[src/rtl/mmio_router_pkg.sv]
// Shared types and constants for the AXI-lite MMIO router and its slot decoder.
package mmio_router_pkg;

  typedef enum logic [1:0] {
    RESP_OKAY   = 2'b00,
    RESP_EXOKAY = 2'b01,
    RESP_SLVERR = 2'b10,
    RESP_DECERR = 2'b11
  } resp_e;

  typedef enum logic [1:0] {
    IDLE,
    ACCESS,
    RESP
  } state_e;

  localparam logic [15:0] BASE_HI_DEFAULT = 16'h4600;

  // Slot index lives in addr[15:8]; the register offset in addr[7:0].
  localparam int SLOT_LSB = 8;
  localparam int SLOT_MSB = 15;
  localparam int SLOT_W   = SLOT_MSB - SLOT_LSB + 1;

endpackage

[src/rtl/mmio_slot_decoder.sv]
// Combinational address/protection decode of an AXI-lite access into an MMIO slot.
module mmio_slot_decoder
  import mmio_router_pkg::*;
#(
  parameter int          NUM_SLOTS   = 4,
  parameter logic [15:0] BASE_HI     = BASE_HI_DEFAULT,
  parameter bit          SECURE_ONLY = 1'b1
) (
  input  logic [31:0]       addr,
  input  logic [2:0]        prot,
  output logic [SLOT_W-1:0] slot,
  output logic              dec_err,
  output logic              sec_err
);

  logic unused_bits;
  assign unused_bits = ^{addr[SLOT_LSB-1:0], prot[2], prot[0]};

  assign slot    = addr[SLOT_MSB:SLOT_LSB];
  // Extra bit so NUM_SLOTS=256 compares correctly against an 8-bit slot.
  assign dec_err = (addr[31:16] != BASE_HI) || ({1'b0, slot} >= 9'(NUM_SLOTS));
  assign sec_err = SECURE_ONLY && prot[1];

endmodule

[src/rtl/axi_lite_mmio_router.sv]
// AXI-lite slave routing single outstanding accesses to NUM_SLOTS MMIO devices
// over a per-slot req/ack bus, with decode, security and timeout errors.
module axi_lite_mmio_router
  import mmio_router_pkg::*;
#(
  parameter int          NUM_SLOTS   = 4,
  parameter logic [15:0] BASE_HI     = BASE_HI_DEFAULT,
  parameter int          TIMEOUT     = 255,
  parameter bit          SECURE_ONLY = 1'b1
) (
  input  logic                    aclk,
  input  logic                    rst,
  input  logic [31:0]             S_AXI_awaddr,
  input  logic [2:0]              S_AXI_awprot,
  input  logic                    S_AXI_awvalid,
  output logic                    S_AXI_awready,
  input  logic [31:0]             S_AXI_wdata,
  input  logic [3:0]              S_AXI_wstrb,
  input  logic                    S_AXI_wvalid,
  output logic                    S_AXI_wready,
  output logic [1:0]              S_AXI_bresp,
  output logic                    S_AXI_bvalid,
  input  logic                    S_AXI_bready,
  input  logic [31:0]             S_AXI_araddr,
  input  logic [2:0]              S_AXI_arprot,
  input  logic                    S_AXI_arvalid,
  output logic                    S_AXI_arready,
  output logic [31:0]             S_AXI_rdata,
  output logic [1:0]              S_AXI_rresp,
  output logic                    S_AXI_rvalid,
  input  logic                    S_AXI_rready,
  output logic [NUM_SLOTS-1:0]    dev_req,
  output logic                    dev_we,
  output logic [7:0]              dev_addr,
  output logic [31:0]             dev_wdata,
  output logic [3:0]              dev_wstrb,
  input  logic [NUM_SLOTS-1:0]    dev_ack,
  input  logic [NUM_SLOTS*32-1:0] dev_rdata,
  input  logic [NUM_SLOTS-1:0]    dev_err
);

  localparam int CNT_W = $clog2(TIMEOUT + 1);

  state_e            state, state_n;
  logic              aw_held, aw_held_n, w_held, w_held_n, ar_held, ar_held_n;
  logic              awready_q, wready_q, arready_q;
  logic              prio, prio_n;            // 0: write wins a tie, 1: read wins
  logic              cur_we, cur_we_n;
  logic [SLOT_W-1:0] cur_slot, cur_slot_n;
  logic [CNT_W-1:0]  cnt, cnt_n;
  logic [1:0]        bresp_q, bresp_n, rresp_q, rresp_n;
  logic [31:0]       rdata_q, rdata_n;

  logic [31:0]       awaddr_q, araddr_q, wdata_q;
  logic [2:0]        awprot_q, arprot_q;
  logic [3:0]        wstrb_q;

  logic              aw_hs, w_hs, ar_hs;
  logic              wr_pend, any_pend, contested, grant_we;
  logic [31:0]       g_addr;
  logic [2:0]        g_prot;
  logic [SLOT_W-1:0] g_slot;
  logic              g_dec_err, g_sec_err;
  logic              ack_sel, err_sel;
  logic [31:0]       rdata_sel;

  assign aw_hs = S_AXI_awvalid && awready_q;
  assign w_hs  = S_AXI_wvalid && wready_q;
  assign ar_hs = S_AXI_arvalid && arready_q;

  assign wr_pend   = aw_held && w_held;
  assign any_pend  = wr_pend || ar_held;
  assign contested = wr_pend && ar_held;
  assign grant_we  = contested ? !prio : wr_pend;
  assign g_addr    = grant_we ? awaddr_q : araddr_q;
  assign g_prot    = grant_we ? awprot_q : arprot_q;

  mmio_slot_decoder #(
    .NUM_SLOTS   (NUM_SLOTS),
    .BASE_HI     (BASE_HI),
    .SECURE_ONLY (SECURE_ONLY)
  ) u_dec (
    .addr    (g_addr),
    .prot    (g_prot),
    .slot    (g_slot),
    .dec_err (g_dec_err),
    .sec_err (g_sec_err)
  );

  always_comb begin
    ack_sel   = 1'b0;
    err_sel   = 1'b0;
    rdata_sel = '0;
    for (int k = 0; k < NUM_SLOTS; k++) begin
      if (cur_slot == SLOT_W'(k)) begin
        ack_sel   = dev_ack[k];
        err_sel   = dev_err[k];
        rdata_sel = dev_rdata[k*32 +: 32];
      end
    end
  end

  always_comb begin
    state_n    = state;
    aw_held_n  = aw_held || aw_hs;
    w_held_n   = w_held || w_hs;
    ar_held_n  = ar_held || ar_hs;
    prio_n     = prio;
    cur_we_n   = cur_we;
    cur_slot_n = cur_slot;
    cnt_n      = cnt;
    bresp_n    = bresp_q;
    rresp_n    = rresp_q;
    rdata_n    = rdata_q;
    case (state)
      IDLE: begin
        if (any_pend) begin
          cur_we_n   = grant_we;
          cur_slot_n = g_slot;
          cnt_n      = '0;
          if (contested) prio_n = !prio;
          if (g_dec_err || g_sec_err) begin
            state_n = RESP;
            if (grant_we) bresp_n = g_dec_err ? RESP_DECERR : RESP_SLVERR;
            else begin
              rresp_n = g_dec_err ? RESP_DECERR : RESP_SLVERR;
              rdata_n = '0;
            end
          end else begin
            state_n = ACCESS;
          end
        end
      end
      ACCESS: begin
        if (ack_sel || (cnt == CNT_W'(TIMEOUT - 1))) begin
          state_n = RESP;
          // A timeout reports like a device error; ack wins when both coincide.
          if (cur_we) bresp_n = (ack_sel && !err_sel) ? RESP_OKAY : RESP_SLVERR;
          else begin
            rresp_n = (ack_sel && !err_sel) ? RESP_OKAY : RESP_SLVERR;
            rdata_n = (ack_sel && !err_sel) ? rdata_sel : '0;
          end
        end else begin
          cnt_n = cnt + 1'b1;
        end
      end
      RESP: begin
        if (cur_we && S_AXI_bready) begin
          aw_held_n = 1'b0;
          w_held_n  = 1'b0;
          state_n   = IDLE;
        end else if (!cur_we && S_AXI_rready) begin
          ar_held_n = 1'b0;
          state_n   = IDLE;
        end
      end
      default: state_n = IDLE;
    endcase
  end

  always_ff @(posedge aclk) begin
    if (rst) begin
      state     <= IDLE;
      aw_held   <= 1'b0;
      w_held    <= 1'b0;
      ar_held   <= 1'b0;
      awready_q <= 1'b0;
      wready_q  <= 1'b0;
      arready_q <= 1'b0;
      prio      <= 1'b0;
      cur_we    <= 1'b0;
      cur_slot  <= '0;
      cnt       <= '0;
      bresp_q   <= 2'b00;
      rresp_q   <= 2'b00;
      rdata_q   <= '0;
    end else begin
      state     <= state_n;
      aw_held   <= aw_held_n;
      w_held    <= w_held_n;
      ar_held   <= ar_held_n;
      awready_q <= !aw_held_n && (state_n == IDLE);
      wready_q  <= !w_held_n && (state_n == IDLE);
      arready_q <= !ar_held_n && (state_n == IDLE);
      prio      <= prio_n;
      cur_we    <= cur_we_n;
      cur_slot  <= cur_slot_n;
      cnt       <= cnt_n;
      bresp_q   <= bresp_n;
      rresp_q   <= rresp_n;
      rdata_q   <= rdata_n;
    end
  end

  always_ff @(posedge aclk) begin
    if (aw_hs) begin
      awaddr_q <= S_AXI_awaddr;
      awprot_q <= S_AXI_awprot;
    end
    if (w_hs) begin
      wdata_q <= S_AXI_wdata;
      wstrb_q <= S_AXI_wstrb;
    end
    if (ar_hs) begin
      araddr_q <= S_AXI_araddr;
      arprot_q <= S_AXI_arprot;
    end
  end

  always_comb begin
    dev_req = '0;
    if (state == ACCESS) begin
      for (int k = 0; k < NUM_SLOTS; k++) dev_req[k] = (cur_slot == SLOT_W'(k));
    end
  end

  assign dev_we        = cur_we;
  assign dev_addr      = cur_we ? awaddr_q[7:0] : araddr_q[7:0];
  assign dev_wdata     = wdata_q;
  assign dev_wstrb     = wstrb_q;
  assign S_AXI_awready = awready_q;
  assign S_AXI_wready  = wready_q;
  assign S_AXI_arready = arready_q;
  assign S_AXI_bvalid  = (state == RESP) && cur_we;
  assign S_AXI_rvalid  = (state == RESP) && !cur_we;
  assign S_AXI_bresp   = bresp_q;
  assign S_AXI_rresp   = rresp_q;
  assign S_AXI_rdata   = rdata_q;

endmodule

[config.mk]
export PLATFORM = sky130hd
export DESIGN_NAME = axi_lite_mmio_router
export DESIGN_NICKNAME = d
export VERILOG_FILES = /design/src/rtl/mmio_router_pkg.sv /design/src/rtl/mmio_slot_decoder.sv /design/src/rtl/axi_lite_mmio_router.sv
export SDC_FILE = /design/constraint.sdc
export NUM_CORES = 1
export LEC_CHECK = 0
export CAP_MARGIN = 30
export CORE_ASPECT_RATIO = 1.1
export CORE_MARGIN = 3
export CORE_UTILIZATION = 41
export DETAILED_ROUTE_END_ITERATION = 12
export PLACE_DENSITY = 0.81
export SYNTH_ARGS = -nofsm -noshare
export SYNTH_HDL_FRONTEND = slang
export SYNTH_SLANG_ARGS = --single-unit
[constraint.sdc]
create_clock -name aclk -period 2.63 [get_ports aclk]
set_input_delay 0.6575 -clock aclk [delete_from_list [all_inputs] [get_ports aclk]]
set_output_delay 0.6575 -clock aclk [all_outputs]
set_load 0.005 [all_outputs]
# == After elaboration in Yosys (flattened, before gate mapping) ==
# Cells that the tools add are included.
# totals
wordCells,126
output_inout_bits,90
input_bits,249
ff_bits,166
# classes
muxes,54
reduce_logical,35
n_eq_ne,15
magnitude_cmp,1
addsub,1
# ops
op,n
$mux W32,11
$pmux W32 S2,1
$mux W2,17
$mux W8,3
$mux W1,17
$eq A8 B2 Y1 const B,2
$ne A16 B15 Y1 const B,1
$ne A2 B2 Y1 const B,8
$pmux W8 S2,1
$logic_and A1 B1 Y1,13
$reduce_and A6 Y1,2
$add A8 B1 Y8 const B,1
$eq A8 B1 Y1 const B,1
$eq A8 B8 Y1 const B,1
$ge A8 B3 Y1 const B,1
$logic_not A8 Y1,1
$pmux W2 S2,2
$logic_or A1 B1 Y1,7
$logic_not A1 Y1,6
$pmux W2 S3,1
$reduce_and A3 Y1,2
$logic_not A2 Y1,2
$mux W4,1
$eq A2 B1 Y1 const B,1
other kinds (3),3

# == Longest topological paths before layout ==
# logic_depth
ltp_word,12
ltp_mapped,9
ltp_nobuf,7

# == Cells and area by module ==
# From an unflattened synthesis, not the netlist that was laid out.
# hier_totals
hier_cells,532
hier_area_um2,7576.0
# by_module_without_submodules
mod,area_per_inst_um2,seq_area_each_um2,instances,cells_per_inst
axi_lite_mmio_router,7449.6,4424.2,1,516
mmio_slot_decoder,126.4,0.0,1,16

# == Least setup slack after synthesis ==
# OpenSTA, ideal clock, no wires.
# synth_path
path_kind,input -> register
from,in dev_err[3]
to,reg rdata_q[10] (netlist: S_AXI_rdata[10])
path_stages,6
path_buffers,2
arrival_ps,2056
setup_ps,84
path_slack_ps,490
required_ps,2546
path_cell_list,mux4_2 nand3b_1 or3_1 buf_2 buf_6 o31ai_2
# synth_via
elab_chain_cells,7
# synth_lines
element,line,text
"start, declared",axi_lite_mmio_router.sv:39,input logic [NUM_SLOTS-1:0] dev_err
$mux W1,axi_lite_mmio_router.sv:95,if (cur_slot == SLOT_W'(k)) begin
$logic_not A1 Y1,axi_lite_mmio_router.sv:141,rdata_n = (ack_sel && !err_sel) ? rdata_sel : '0;
$logic_and A1 B1 Y1,axi_lite_mmio_router.sv:141,
$mux W32,axi_lite_mmio_router.sv:141,
$mux W32,axi_lite_mmio_router.sv:138,if (cur_we) bresp_n = (ack_sel && !err_sel) ? RESP_OKAY : RESP_SLVERR;
$mux W32,axi_lite_mmio_router.sv:135,if (ack_sel || (cnt == CNT_W'(TIMEOUT - 1))) begin
$pmux W32 S2,axi_lite_mmio_router.sv:115,case (state)
"end signal, assigned",axi_lite_mmio_router.sv:191,rdata_q <= rdata_n;
"end, declared",axi_lite_mmio_router.sv:52,"logic [31:0] rdata_q, rdata_n;"
# Every way passes these cells. The select of a mux whose other input is x is not followed.
# A chain may end at the register's enable or synchronous reset.

# == Worst setup path after layout ==
# layout_path
from,reg cur_slot[7]
to,out dev_req[3]
# layout_via
elab_chain_cells,2
# layout_lines
element,line,text
"start, declared",axi_lite_mmio_router.sv:49,"logic [SLOT_W-1:0] cur_slot, cur_slot_n;"
"start signal, assigned",axi_lite_mmio_router.sv:187,cur_slot <= cur_slot_n;
$eq A8 B2 Y1,axi_lite_mmio_router.sv:213,for (int k = 0; k < NUM_SLOTS; k++) dev_req[k] = (cur_slot == SLOT_W'(k));
$mux W4,axi_lite_mmio_router.sv:212,if (state == ACCESS) begin
"end, declared",axi_lite_mmio_router.sv:32,"output logic [NUM_SLOTS-1:0] dev_req,"
# Every way passes these cells.

==> impl_metrics.ini <==
[status]
status = finished, final reports clean

[floorplanning]
start_util_pct = 42.6
rows = 49
design.core.area_um2 = 16600
die_area_um2 = 18900
dieWidth_um = 131
pin_count = 339
die_height_um = 144

[cells_and_area]
drive_above_1_share_pct = 18.2
antenna_cells = 0
syn_to_final_growth_pct = 60.6
fillers = 1244
nets = 1088

[timing]
max_slew_margin_pct = 68.4
fin_skew_ns = 0.0153
final.min_clock_period_ns = 2.51
setup_ws_ns = 0.122
fin_crit_sh_pct = 95.4
slew_violations = 0
clock.fmax_ghz = 0.399
worst_pin_slew_ns = 0.468
finalSetupViolCount = 0
finalHoldViolCount = 0
rsz0062_at_grt = no

[clock_network]
cts_max_level = 4
root_buffer = clkbuf_16
clock_sinks = 164
clkTransAtPathRegs_ns = 0.06
clockBufferDepth = 2
cts_inserted_buffers = 17
cts_tree = built
insertion_delay_ns = 0.42
cts_hold_buf = 0

[power]
p_comb_share_pct = 17.0
power_density_nw_per_um2 = 579
power_uw = 6590
intPower_uw = 5130
pwr-share-seq_pct = 44.9
p_sw_share_pct = 22.1
p_leak_uw = 0.00401
vdd_drop_max_v = 0.000451
p_clk_share_pct = 38.0
p_sw_uw = 1460

[yosys]
synth_top_family_by_area = multiplexers
synthArstFlopShare_pct = 0
synth_mux_area_share_pct = 13.6
synth-compound-area-share_pct = 8.98
yosys_warnings = 0
yosysSeqAreaShare_pct = 60.8
netlist_instances = 489
yosys-top-cells-area = edfxtp_1, dfxtp_1, mux4_2
yosysTopAreaCellShare_pct = 43.3
yosys_register_bits = 164
synth_adder_area_share_pct = 0.354
syn_avg_cell_area_um2 = 14.5
synth_edf_count = 102
synth-simple-area-share_pct = 11.2
yosys.area.top_type = edfxtp_1
synth_cell_types = 60
syn_area_um2 = 7080
synthXorXnorAreaFrac_pct = 0.742
synth_fp_nets = 740
synth_flop_cell = edfxtp_1

[worst_hold_path]
worstHoldPathCells = 2
hold_path.class = reg -> reg

[setup_path]
crit_fanout = 3
crit_family = simple AND/OR/NAND/NOR gates
crit_arrival_ns = 1.85
endpoint_kind = output port
reg2reg_to = S_AXI_rdata[30]
cpPeakStageDelay_ns = 0.33
start_kind = flop
cp_num_buf_inv = 2
setup.worst_path.end = dev_req[3]
cp-startpoint = cur_slot[7]
required_ns = 1.97
path_class = reg -> out
cpMaxStageDelayCell = dfxtp_1
r2r_slack_ns = 0.28
worst-path-stages = 6
path_cells = nor4_4, buf_4, nand2_2, nor2_4, and3_1, dlygate4sd2_1
reg2reg_depth = 7
timing.rr.start = araddr_q[31]

[routing]
ant_nets = 0
vias = 5460
first_pass_iters = 4
drt-total-wl_um = 21100
drc = 0
wire_per_inst_um = 19.6
viasPerCell = 5.08
drt_iter0_drc = 302

[placed_design]
dp_slack_ns = -0.171
dp_hpwl_um = 16800
place_congestion = 0.861
portBuffers = 334

[global_route]
grt_pass1_wl_um = 31700
grt_max_degree = 45
overflow = 0
grt_pass1_vias = 5858
antenna_found_initial = 3
grtUsageTotal_pct = 21.6

[run]
maxCapViolCount = 0
-- power by group through the flow --
stage / Sequential, µW / Combinational [µW] / Clock [µW]
after CTS: 2960 / 1120 / 2550
after floorplan: 2990 / 491 / 0
after detailed placement: 3010 / 1090 / 0
after global placement: 3010 / 1060 / 0
final: 2960 / 1120 / 2500
after global routing: 2970 / 1200 / 2660
-- kinds of logic after synthesis --
kind of cell    count (synthesis)
simple gates                  138
buf+inv                        64
flops                         164
xor+xnor                        6
fa+ha+maj                       2
mux                            52
compound gates                 63
-- Yosys cell counts (all sizes together), types with 3 or more instances --
master	n
a211oi	7
a21oi	8
a311oi	3
and2	4
buf	22
clkbuf	6
dfxtp	62
edfxtp	102
inv	35
mux2	10
mux2i	8
mux4	34
nand2	18
nand3	38
nand3b	3
nor2	34
nor2b	4
nor3	9
nor3b	3
nor4	6
o21ai	3
o31ai	33
or3	3
xnor2	4
-- per-stage QoR --
stage               util, %  instances  hold WS (ns)  cell area, µm²  TNS, ns
detailed placement     64.5       1042         0.458           10700    -3.70
CTS                    68.3       1074         0.468           11300        0
floorplan                 -        489         0.461            7080        0
global placement       64.5       1042         0.452           10700    -1.79
global route           68.4       1075         0.483           11400        0
finish                 68.4       1075         0.464           11400        0
-- flip-flops by register name, summed over array words and instances (netlist names), 2 cells and up --
name and cells:
cnt 8, S_AXI_rresp 2, cur_slot 8, S_AXI_bresp 2
state 2, awaddr_q 32, dev_wdata 32, dev_wstrb 4
S_AXI_rdata 32, araddr_q 32
-- cell usage in the layout, fill, tap and decap left out, types with 5 or more instances in the layout --
cell type        synthesis  layout
clkdlybuf4s50_1          0     330
edfxtp_1               102     102
dfxtp_1                 62      58
inv_1                   35      35
mux4_2                  34      34
nor2_1                  33      33
o31ai_2                 30      30
nand3_1                 27      26
buf_4                    0      20
nand2_1                 18      17
clkbuf_16                0      17
nand3_2                 11      12
mux2_2                   9       9
a21oi_1                  7       7
mux2i_1                  7       7
nor3_1                   7       6
a211oi_1                 6       6
nor4_1                   5       5
-- worst register-to-register path: stages (launching register included) --
cell	delay [ns]
edfxtp_1	0.37
nor4bb_1	0.35
nand4_1	0.21
o32a_1	0.40
o31ai_4	0.37
buf_12	0.30
nand3_1	0.18
o31ai_2	0.09
-- routing by layer --
layer / vias up / wire [µm] / share of wire [%] / track usage [%]
met5: - / 45 / 0.21 / 0
met4: 6 / 354 / 1.7 / 6.85
met3: 29 / 1360 / 6.5 / 6.30
met2: 204 / 11500 / 55 / 40.1
met1: 2663 / 7780 / 37 / 24.2
li1: 2558 / - / - / -
-- repair_timing --
item                       in CTS  in global routing
pin swaps                       5                  2
setup endpoints to repair       5                  3
buffers inserted                4                  1
gates resized for setup         9                  3
-- cell type report --
| cell class | instances | area, µm² | area share, % |
|---|---|---|---|
| inverters | 36 | 135 | 1.19 |
| multi-input cells | 261 | 2490 | 21.9 |
| clock buffers | 18 | 429 | 3.78 |
| repair buffers | 357 | 3550 | 31.3 |
| clock inverters | 10 | 160 | 1.41 |
| flip-flops and latches | 164 | 4310 | 37.9 |
| well taps | 229 | 287 | 2.52 |
-- worst min path at each step --
stage | from | end | slack, ns
after floorplan | S_AXI_rdata[0] | S_AXI_rdata[0] | 0.46
after global placement | S_AXI_rdata[31] | S_AXI_rdata[31] | 0.45
after detailed placement | S_AXI_rdata[12] | S_AXI_rdata[12] | 0.46
final | S_AXI_rdata[12] | S_AXI_rdata[12] | 0.46
after CTS | S_AXI_rdata[12] | S_AXI_rdata[12] | 0.47
after global routing | S_AXI_rdata[11] | S_AXI_rdata[11] | 0.48
Note: power is estimated with default switching activity, not from simulation.
